$ cat config.mk
export PLATFORM = sky130hd
export DESIGN_NAME = nearest_centroid
export DESIGN_NICKNAME = d
export VERILOG_FILES = /design/src/rtl/cluster_pkg.sv /design/src/rtl/distance.sv /design/src/rtl/nearest_centroid.sv
export SDC_FILE = /design/constraint.sdc
export NUM_CORES = 1
export LEC_CHECK = 0
export ABC_AREA = 1
export CAP_MARGIN = 20
export CORE_MARGIN = 2
export CORE_UTILIZATION = 62
export DETAILED_ROUTE_END_ITERATION = 12
export GPL_ROUTABILITY_DRIVEN = 0
export PLACE_DENSITY = 0.89
export SYNTH_ARGS = -nofsm -noshare
export SYNTH_HDL_FRONTEND = slang
export SYNTH_SLANG_ARGS = --single-unit
$ cat constraint.sdc
create_clock -name clk -period 5.7 [get_ports clk]
set_clock_uncertainty 0.15 [all_clocks]
set_input_delay 0.57 -clock clk [delete_from_list [all_inputs] [get_ports clk]]
set_output_delay 0.57 -clock clk [all_outputs]
set_load 0.005 [all_outputs]
$ cat src/rtl/cluster_pkg.sv
// Shared constants and FSM state type for the k-means assignment block.
package cluster_pkg;

  localparam int COORD_W  = 8;
  localparam int DIST_W   = 16;
  localparam int DIST_LAT = 3;
  localparam logic [DIST_W-1:0] DIST_MAX = 16'hFFFF;

  typedef enum logic [1:0] {
    S_IDLE  = 2'd0,
    S_ISSUE = 2'd1,
    S_DRAIN = 2'd2,
    S_DONE  = 2'd3
  } state_t;

endpackage

$ cat src/rtl/distance.sv
// Three-stage scaled squared Euclidean distance: floor((dx^2 + dy^2) / 2).
// Stage 1 absolute differences, stage 2 squares, stage 3 halved sum.
module distance
  import cluster_pkg::*;
(
  input  logic               clk,
  input  logic               rst,
  input  logic [COORD_W-1:0] ax,
  input  logic [COORD_W-1:0] ay,
  input  logic [COORD_W-1:0] bx,
  input  logic [COORD_W-1:0] by,
  output logic [DIST_W-1:0]  sq_distance
);

  logic [COORD_W-1:0] r_dx, r_dy;
  logic [DIST_W-1:0]  r_sqx, r_sqy;
  logic [DIST_W-1:0]  w_dx_ext, w_dy_ext;
  logic [DIST_W:0]    w_sum;

  assign w_dx_ext = {{(DIST_W-COORD_W){1'b0}}, r_dx};
  assign w_dy_ext = {{(DIST_W-COORD_W){1'b0}}, r_dy};
  assign w_sum    = {1'b0, r_sqx} + {1'b0, r_sqy};

  // Pipeline registers: abs diff, square, halved sum (sum needs 17 bits before the shift).
  always_ff @(posedge clk) begin
    if (rst) begin
      r_dx        <= '0;
      r_dy        <= '0;
      r_sqx       <= '0;
      r_sqy       <= '0;
      sq_distance <= '0;
    end else begin
      r_dx        <= (ax > bx) ? (ax - bx) : (bx - ax);
      r_dy        <= (ay > by) ? (ay - by) : (by - ay);
      r_sqx       <= w_dx_ext * w_dx_ext;
      r_sqy       <= w_dy_ext * w_dy_ext;
      sq_distance <= w_sum[DIST_W:1];
    end
  end

endmodule

$ cat src/rtl/nearest_centroid.sv
// Nearest-centroid scheduler: streams the active centroids through one shared
// distance pipeline and keeps the running minimum (ties keep the lowest index).
module nearest_centroid
  import cluster_pkg::*;
#(
  parameter int K_MAX = 16,
  parameter int IDX_W = 4
) (
  input  logic               clk,
  input  logic               rst,
  input  logic               cen_we,
  input  logic [IDX_W-1:0]   cen_addr,
  input  logic [COORD_W-1:0] cen_x,
  input  logic [COORD_W-1:0] cen_y,
  input  logic [IDX_W:0]     k_num,
  input  logic               pt_valid,
  output logic               pt_ready,
  input  logic [COORD_W-1:0] pt_x,
  input  logic [COORD_W-1:0] pt_y,
  output logic               res_valid,
  input  logic               res_ready,
  output logic [IDX_W-1:0]   res_idx,
  output logic [DIST_W-1:0]  res_dist,
  output logic               busy
);

  localparam logic [IDX_W:0] KMAX_L = (IDX_W+1)'(K_MAX);
  localparam logic [IDX_W:0] ONE_K  = (IDX_W+1)'(1);

  state_t r_state, w_state_next;

  logic [COORD_W-1:0] r_tab_x [K_MAX];
  logic [COORD_W-1:0] r_tab_y [K_MAX];
  logic [COORD_W-1:0] r_px, r_py;
  logic [IDX_W:0]     r_kn;
  logic [IDX_W-1:0]   r_cnt;
  logic [DIST_LAT-1:0] r_vld;
  logic [IDX_W-1:0]   r_idx_sr [DIST_LAT];
  logic [DIST_W-1:0]  r_best_dist;
  logic [IDX_W-1:0]   r_best_idx;

  logic               w_accept, w_issue, w_last_issue, w_drained;
  logic [IDX_W:0]     w_kn;
  logic [DIST_W-1:0]  w_sq_dist;

  assign w_accept     = (r_state == S_IDLE) && pt_valid;
  assign w_issue      = (r_state == S_ISSUE);
  assign w_kn         = (k_num > KMAX_L) ? KMAX_L : k_num;
  assign w_last_issue = w_issue && ({1'b0, r_cnt} == (r_kn - ONE_K));
  // Only the entry now leaving the pipeline may still be valid.
  assign w_drained    = (r_vld[DIST_LAT-2:0] == '0);

  assign pt_ready  = (r_state == S_IDLE);
  assign busy      = (r_state != S_IDLE);
  assign res_valid = (r_state == S_DONE);
  assign res_idx   = r_best_idx;
  assign res_dist  = r_best_dist;

  // Centroid table: each entry writable only while idle so a scan sees a frozen table.
  generate
    for (genvar gi = 0; gi < K_MAX; gi++) begin : g_tab
      always_ff @(posedge clk) begin
        if (rst) begin
          r_tab_x[gi] <= '0;
          r_tab_y[gi] <= '0;
        end else if ((r_state == S_IDLE) && cen_we && (cen_addr == IDX_W'(gi))) begin
          r_tab_x[gi] <= cen_x;
          r_tab_y[gi] <= cen_y;
        end
      end
    end
  endgenerate

  distance u_distance (
    .clk         (clk),
    .rst         (rst),
    .ax          (r_tab_x[r_cnt]),
    .ay          (r_tab_y[r_cnt]),
    .bx          (r_px),
    .by          (r_py),
    .sq_distance (w_sq_dist)
  );

  // FSM state register.
  always_ff @(posedge clk) begin
    if (rst) r_state <= S_IDLE;
    else     r_state <= w_state_next;
  end

  // FSM next state; an empty request skips the scan entirely.
  always_comb begin
    w_state_next = r_state;
    case (r_state)
      S_IDLE:  if (pt_valid) w_state_next = (k_num == '0) ? S_DONE : S_ISSUE;
      S_ISSUE: if (w_last_issue) w_state_next = S_DRAIN;
      S_DRAIN: if (w_drained) w_state_next = S_DONE;
      S_DONE:  if (res_ready) w_state_next = S_IDLE;
      default: w_state_next = S_IDLE;
    endcase
  end

  // Valid and index tags travel alongside the distance pipeline; bubbles carry valid=0.
  always_ff @(posedge clk) begin
    if (rst) begin
      r_vld <= '0;
      for (int i = 0; i < DIST_LAT; i++) r_idx_sr[i] <= '0;
    end else begin
      r_vld       <= {r_vld[DIST_LAT-2:0], w_issue};
      r_idx_sr[0] <= r_cnt;
      for (int i = 1; i < DIST_LAT; i++) r_idx_sr[i] <= r_idx_sr[i-1];
    end
  end

  // Request latch, issue counter and running minimum (strict compare keeps lowest index on ties).
  always_ff @(posedge clk) begin
    if (rst) begin
      r_px        <= '0;
      r_py        <= '0;
      r_kn        <= '0;
      r_cnt       <= '0;
      r_best_dist <= '0;
      r_best_idx  <= '0;
    end else if (w_accept) begin
      r_px        <= pt_x;
      r_py        <= pt_y;
      r_kn        <= w_kn;
      r_cnt       <= '0;
      r_best_dist <= DIST_MAX;
      r_best_idx  <= '0;
    end else begin
      if (w_issue) r_cnt <= r_cnt + IDX_W'(1);
      if (r_vld[DIST_LAT-1] && (w_sq_dist < r_best_dist)) begin
        r_best_dist <= w_sq_dist;
        r_best_idx  <= r_idx_sr[DIST_LAT-1];
      end
    end
  end

endmodule

Word-level counts from Yosys, hierarchy flattened
Memories as Yosys holds them, arrays and structs flattened. A register that Yosys moved wholly into a read port is not among the register bits.
Cells that the tools add are included.
Widths: inputs -> output; s select.
{"block": "word_totals", "reg_bits": 110, "ramBits": 268, "output_inout_bits": 23, "mem_count": 3}
{"name": "r_tab_x", "depth": 16, "word_bits": 8, "rd": 1, "rd_ports_with_merged_regs": 1, "wr": 16, "line": "nearest_centroid.sv:32", "rtl": "logic [COORD_W-1:0] r_tab_x [K_MAX];"}
{"name": "r_tab_y", "depth": 16, "word_bits": 8, "rd": 1, "rd_ports_with_merged_regs": 1, "wr": 16, "line": "nearest_centroid.sv:33", "rtl": "logic [COORD_W-1:0] r_tab_y [K_MAX];"}
{"name": "r_idx_sr", "depth": 3, "word_bits": 4, "rd": 3, "rd_ports_with_merged_regs": 1, "wr": 3, "line": "nearest_centroid.sv:38", "rtl": "logic [IDX_W-1:0] r_idx_sr [DIST_LAT];"}
{"block": "op_classes", "add_sub_neg": 7, "n_mul": 2, "order_cmp": 4, "n_eq_ne": 23, "muxes": 101, "bitwise_logic": 35, "n_reduce_logical": 28}
{"op": "$mux 8", "count": 34}
{"op": "$mux 1", "count": 51}
{"op": "$or 1x1->1", "count": 35}
{"op": "$eq 4x4->1 const B", "count": 8}
{"op": "$mul 8x8->16", "count": 2}
{"op": "$mux 16", "count": 2}
{"op": "$sub 8x8->8", "count": 4}
{"op": "$mux 4", "count": 7}
{"op": "$logic_and 1x1->1", "count": 20}
{"op": "$add 16x16->17", "count": 1}
{"op": "$eq 4x3->1 const B", "count": 4}
{"op": "$gt 8x8->1", "count": 2}
{"op": "$lt 16x16->1", "count": 1}
{"op": "$mux 2", "count": 5}
{"op": "$eq 4x2->1 const B", "count": 2}
{"op": "$pmux 2 s4", "count": 1}
{"op": "$eq 4x5->1", "count": 1}
{"op": "$gt 5x5->1 const B", "count": 1}
{"op": "$logic_not 5->1", "count": 1}
{"op": "$mux 5", "count": 1}
{"op": "$sub 5x1->5 const B", "count": 1}
{"op": "$add 4x1->4 const B", "count": 1}
{"op": "$eq 2x2->1 const B", "count": 2}
{"op": "$eq 4x1->1 const B", "count": 1}
{"op": "other kinds (8)", "count": 12}

Logic depth before layout (Yosys ltp)
{"block": "logic_depth", "depth_word": 7, "ltp_mapped": 21}

Cells and area by module
A second synthesis with hierarchy kept.
{"block": "unflattened", "hier_cells": 2543, "hier_area_um2": 22198.8}
{"mod": "nearest_centroid", "instances": 1, "cells_per_inst": 1428, "area_per_inst_um2": 14754.2, "seq_area_each_um2": 9008.6}
{"mod": "distance", "instances": 1, "cells_per_inst": 1115, "area_per_inst_um2": 7444.6, "seq_area_each_um2": 1241.2}

Least setup slack after synthesis
OpenSTA, ideal clock, no wires.
{"block": "synth_timing", "path_kind": "reg-to-reg", "from": "reg u_distance.r_dx[6]", "to": "reg u_distance.r_sqx[13]", "setup_ns": 0.113, "arrival_ns": 3.962, "t_required_ns": 5.437, "slack_ns": 1.475, "path_stages_with_launch": 18, "path_buffers": 1, "synth_period_minus_slack_ns": 4.225, "cell_sequence": "dfxtp_1 > clkbuf_1 > nand2_1 > inv_1 > fa_1 > fa_1 > inv_1 > fa_1 > fa_1 > inv_1 > ha_1 > a21oi_1 > a21boi_0 > o21ai_0 > nand3_1 > nand2_1 > nor2_1 > nor2_1"}
{"block": "synth_between", "elab_chain_cells": 1}
{"item": "start: declaration", "line": "distance.sv:15", "rtl": "logic [COORD_W-1:0] r_dx, r_dy;"}
{"item": "start signal: assignment", "line": "distance.sv:33", "rtl": "r_dx <= (ax > bx) ? (ax - bx) : (bx - ax);"}
{"item": "$mul 8x8->16", "line": "distance.sv:35", "rtl": "r_sqx <= w_dx_ext * w_dx_ext;"}
{"item": "end signal: assignment", "line": "distance.sv:35"}
{"item": "end: declaration", "line": "distance.sv:16", "rtl": "logic [DIST_W-1:0] r_sqx, r_sqy;"}
No other way between the ends.
A chain may end at the register's enable or synchronous reset.

Worst setup path after layout
Ends and elaborated chain as after synthesis.

==> impl_summary.md <==
Drt
The wire length on met1 is 18900 um. Detailed routing placed a total of approximately 26000 um of wire on met2. The uppermost layer routed is met4. The first TritonRoute pass finished after 6 iterations. For this block, the via count after detailed routing is between 15000 and 20000. The average via count per standard cell is 5.99.

The total detailed-routing wirelength is between 50000 and 60000 um. Detailed routing placed a total of between 4000 and 5000 um of wire on met3. The mean routed wirelength per cell is between 15 and 20 um. After detailed routing, the number of remaining DRC violations is 0.

The first-iteration detailed-routing DRC count is about 1500. The remaining number of nets flagged by the antenna check after routing is 0.

Critical path
The worst setup path is of the flop to flop kind. The end of the worst register-to-register path is u_distance.r_sqx[13]. At the worst endpoint, the required time is 6040 ps. The worst reg-to-reg setup slack is between 1000 and 1500 ps. The worst setup path is launched from a flop. For the worst flop-to-flop path, the logic depth is 17.

The startpoint identified for the worst register-to-register timing path is u_distance.r_dx[6]. Along the worst path, the maximum fanout reaches 9. At the worst endpoint, the arrival time is 4880 ps. The kind of end point of the critical path is a flop.

Power and ir drop
The net switching fraction of the power is between 30% and 40%. The switching component of the power is 3.74 mW. Across the VDD grid, the largest voltage drop is roughly 270 uV. The total leakage power is between 10 and 15 nW. The internal power of the cells totals 6.10 mW. In this run, the clock network consumes about a quarter of the power. The share of total power in combinational logic is about two fifths. After layout, the design draws a total of ~10 mW. The total power density per cell area is between 400 and 500 nW/um^2.

Sequential cells account for a little over a third of the total power.

Worst hold path
The worst hold path belongs to the class flop to flop. The cell count of the worst hold path is 2. For hold timing, the worst endpoint is r_idx_sr[2][3]. The startpoint of the worst hold path is r_idx_sr[1][3].

Clock tree
Buffers added to address setup during post-CTS repair amount to 0. The clock passes through at most 3 buffers. TritonCTS built the clock tree. The clock input transition at the sequential cells of the worst setup and hold paths is 60 ps. The cell sitting at the root of the clock tree is a clkbuf_16. The worst-skew pair later-pin latency is between 500 and 600 ps. The H-tree generated during clock tree synthesis spans 2 levels.

The number of hold buffers added after cts is 0. In this run, post-CTS repair resized a total of 0 instances. The total clock sinks is between 300 and 400. Clock tree synthesis inserted a total of 40 buffers.

Logic synthesis
Dividing the synthesized area by the synthesized cell count gives between 9 and 10 um^2. Yosys attributes the largest share of cell area to edfxtp_1 (36%), dfxtp_1 (12%), ha_1 (7.3%). The cell type with the highest aggregate area in the netlist is edfxtp_1. Summing the sequential cell areas from Yosys gives ~48% of the chip area. The area fraction of the dominant cell type after synthesis is a little over a third. Counting flops with a built-in enable in the synthesized netlist gives 256. The count of mapped cells out of synthesis is 2305.

The synthesized cell area is 21300 um^2. The synthesis warning total is 0. The fraction of registers with async set or reset after synthesis is 0%. In the synthesized netlist the dominant register cell turns out to be edfxtp_1. The netlist uses 45 different library cells. The net count of the mapped netlist is around 2500. After synthesis the netlist holds a flip-flop and latch count of around 380.

Timing
On the final layout, the worst hold slack is around 250 ps. The remaining max-slew budget at the tightest pin is 28.0%. The accumulated negative setup slack is 0 ps.

The number of hold violations in the final report is 0. The final-report max-slew violation count is 0. The maximum frequency from static timing analysis is roughly 0.22 GHz. Of the available clock period, the critical path in the final layout requires 79.8%. Setup violations remaining at the end of the flow were counted as 0.

The worst path needs 4550 ps of the cycle, external delays included. The transition time at the pin with the least slew margin is between 1000 and 1500 ps. Once routing completed, OpenROAD measured the worst setup slack at roughly 1200 ps. Setup repair after global routing left no endpoint under its margin.

Final layout
The fraction of layout instances using a drive strength above 1 is 5.12%. Relative to the synthesized area, the layout overhead comes to 9.40%. The library cells used most frequently in the layout, excluding fill and tap cells, are nor2_1 (330), inv_1 (321), edfxtp_1 (256). The final layout contains about 2500 nets.

After the flow finishes, the layout carries non-filler instances totaling 2774. The post-route cell area is about 23000 um^2. The filler cell count in the final layout is 2333. The number of antenna diodes in the final layout is 0. At the end of the flow the core is filled with cells to 69.2%.

The most frequent standard cell in the layout excluding fill and tap cells is nor2_1. Summing all multi-input logic gate instances after layout gives about 9200 um^2. Registers take 10300 um^2.

Die
The die is roughly 190 um wide. For this configuration, the core starts out at a cell density of between 60% and 70%. 69 I/O pins were placed.

The floorplan step defined a die boundary enclosing 35800 um^2. The number of placement rows is 67. The area inside the core boundary is around 34000 um^2. The chip height is 189 um.

Placed design
The pre-CTS worst setup slack is 1180 ps. The detailed placement HPWL is roughly 34000 um. The placed instance area is approximately 22000 um^2. The count of input and output buffers is 68. The number of cells in the design after placement is between 2000 and 3000.

Global routing
The number of global-route vias before repair is around 17000. The total global routing overflow is 0. The first-pass GRT wire length is between 80000 and 90000 um. The initial antenna violation count is 0.

The overall fraction of global-route tracks in use is roughly 29%. Entering global routing, the biggest net connects 97 pins.

Run
The count of maximum capacitance violations is 0.

Status
The run finished with clean final reports.
## sequential cells by signal (all words and copies together), names as in the netlist, named ones only
register                count
r_state                     2
r_idx_sr                   12
u_distance.r_dy             8
r_tab_x                   128
r_vld                       3
u_distance.r_sqx           15
u_distance.r_sqy           15
u_distance.sq_distance     16
r_py                        8
res_dist                   16
r_tab_y                   128
r_cnt                       4
r_px                        8
res_idx                     4
u_distance.r_dx             8
r_kn                        5
## final cells by class
| class | count | share of cell area (%) |
|---|---|---|
| Sequential cell | 384 | 44.1 |
| Multi-Input combinational cell | 1469 | 39.7 |
| Inverter | 329 | 5.31 |
| Clock buffer | 51 | 4.72 |
| Timing Repair Buffer | 77 | 3.25 |
| Tap cell | 448 | 2.41 |
| Clock inverter | 16 | 0.576 |
## critical path: stages, from the launching register on
cell and delay (ps):
dfxtp_1 500, nand2_1 150, inv_1 110, fa_1 460
fa_1 550, inv_1 60, fa_1 500, fa_1 540
inv_1 40, ha_1 330, a21oi_1 210, a21boi_0 340
o21ai_0 210, nand3_1 110, nand2_1 70, nand2_1 60
nand2_1 50, nor2_1 90
## power groups by stage
stage	clock network [mW]	logic, mW	registers (mW)
6_report	2.49	3.80	3.54
5_1_grt	2.60	4.28	3.57
2_1_floorplan	0	2.92	3.44
3_3_place_gp	0	3.48	3.56
3_5_place_dp	0	3.67	3.59
4_1_cts	2.49	3.76	3.54
## cell usage after synthesis (3+ instances only)
cell type,count
nand3_2,5
o21a_1,6
a211oi_1,4
or2_2,19
buf_2,35
a21boi_0,3
xnor2_1,12
mux2i_1,64
o221ai_1,4
nand3_1,70
edfxtp_1,256
inv_2,8
o21ai_0,158
a21oi_1,222
buf_1,9
nand4_4,3
nor2_1,330
clkbuf_1,66
dfxtp_1,128
xor2_1,26
nor3_1,3
o2111ai_1,3
nand2_2,4
o211ai_1,66
nand2_1,256
buf_4,9
o21ai_1,4
fa_1,52
inv_1,321
nand4_1,15
ha_1,124
## per-layer routing
metal / vias up / global-route usage, %
li1: 7656 / -
met3: 188 / 4.36
met1: 7892 / 34.0
met5: - / 0
met4: 0 / 13.7
met2: 892 / 51.8
## cell families (layout without fill, tap and decap cells)
family / count (synthesis) / count (layout) / share of synthesized area, %
compound gates: 475 / 475 / 12.3
flops: 384 / 384 / 48.2
fa+ha+maj: 176 / 176 / 12.2
buf+inv: 452 / 473 / 8.43
xor+xnor: 38 / 38 / 1.57
simple gates: 716 / 716 / 14.3
mux: 64 / 64 / 3.01
## worst max-delay path by stage
stage	from	endpoint	slack [ps]
floorplan	u_distance.r_dx[6]	u_distance.r_sqx[13]	1480
global placement	u_distance.r_dx[6]	u_distance.r_sqx[13]	1370
detailed placement	u_distance.r_dx[6]	u_distance.r_sqx[13]	1180
CTS	u_distance.r_dx[6]	u_distance.r_sqx[13]	1180
global route	u_distance.r_dx[6]	u_distance.r_sqx[13]	810
finish	u_distance.r_dx[6]	u_distance.r_sqx[13]	1150
No activity file was read; power rests on OpenSTA's default activity.
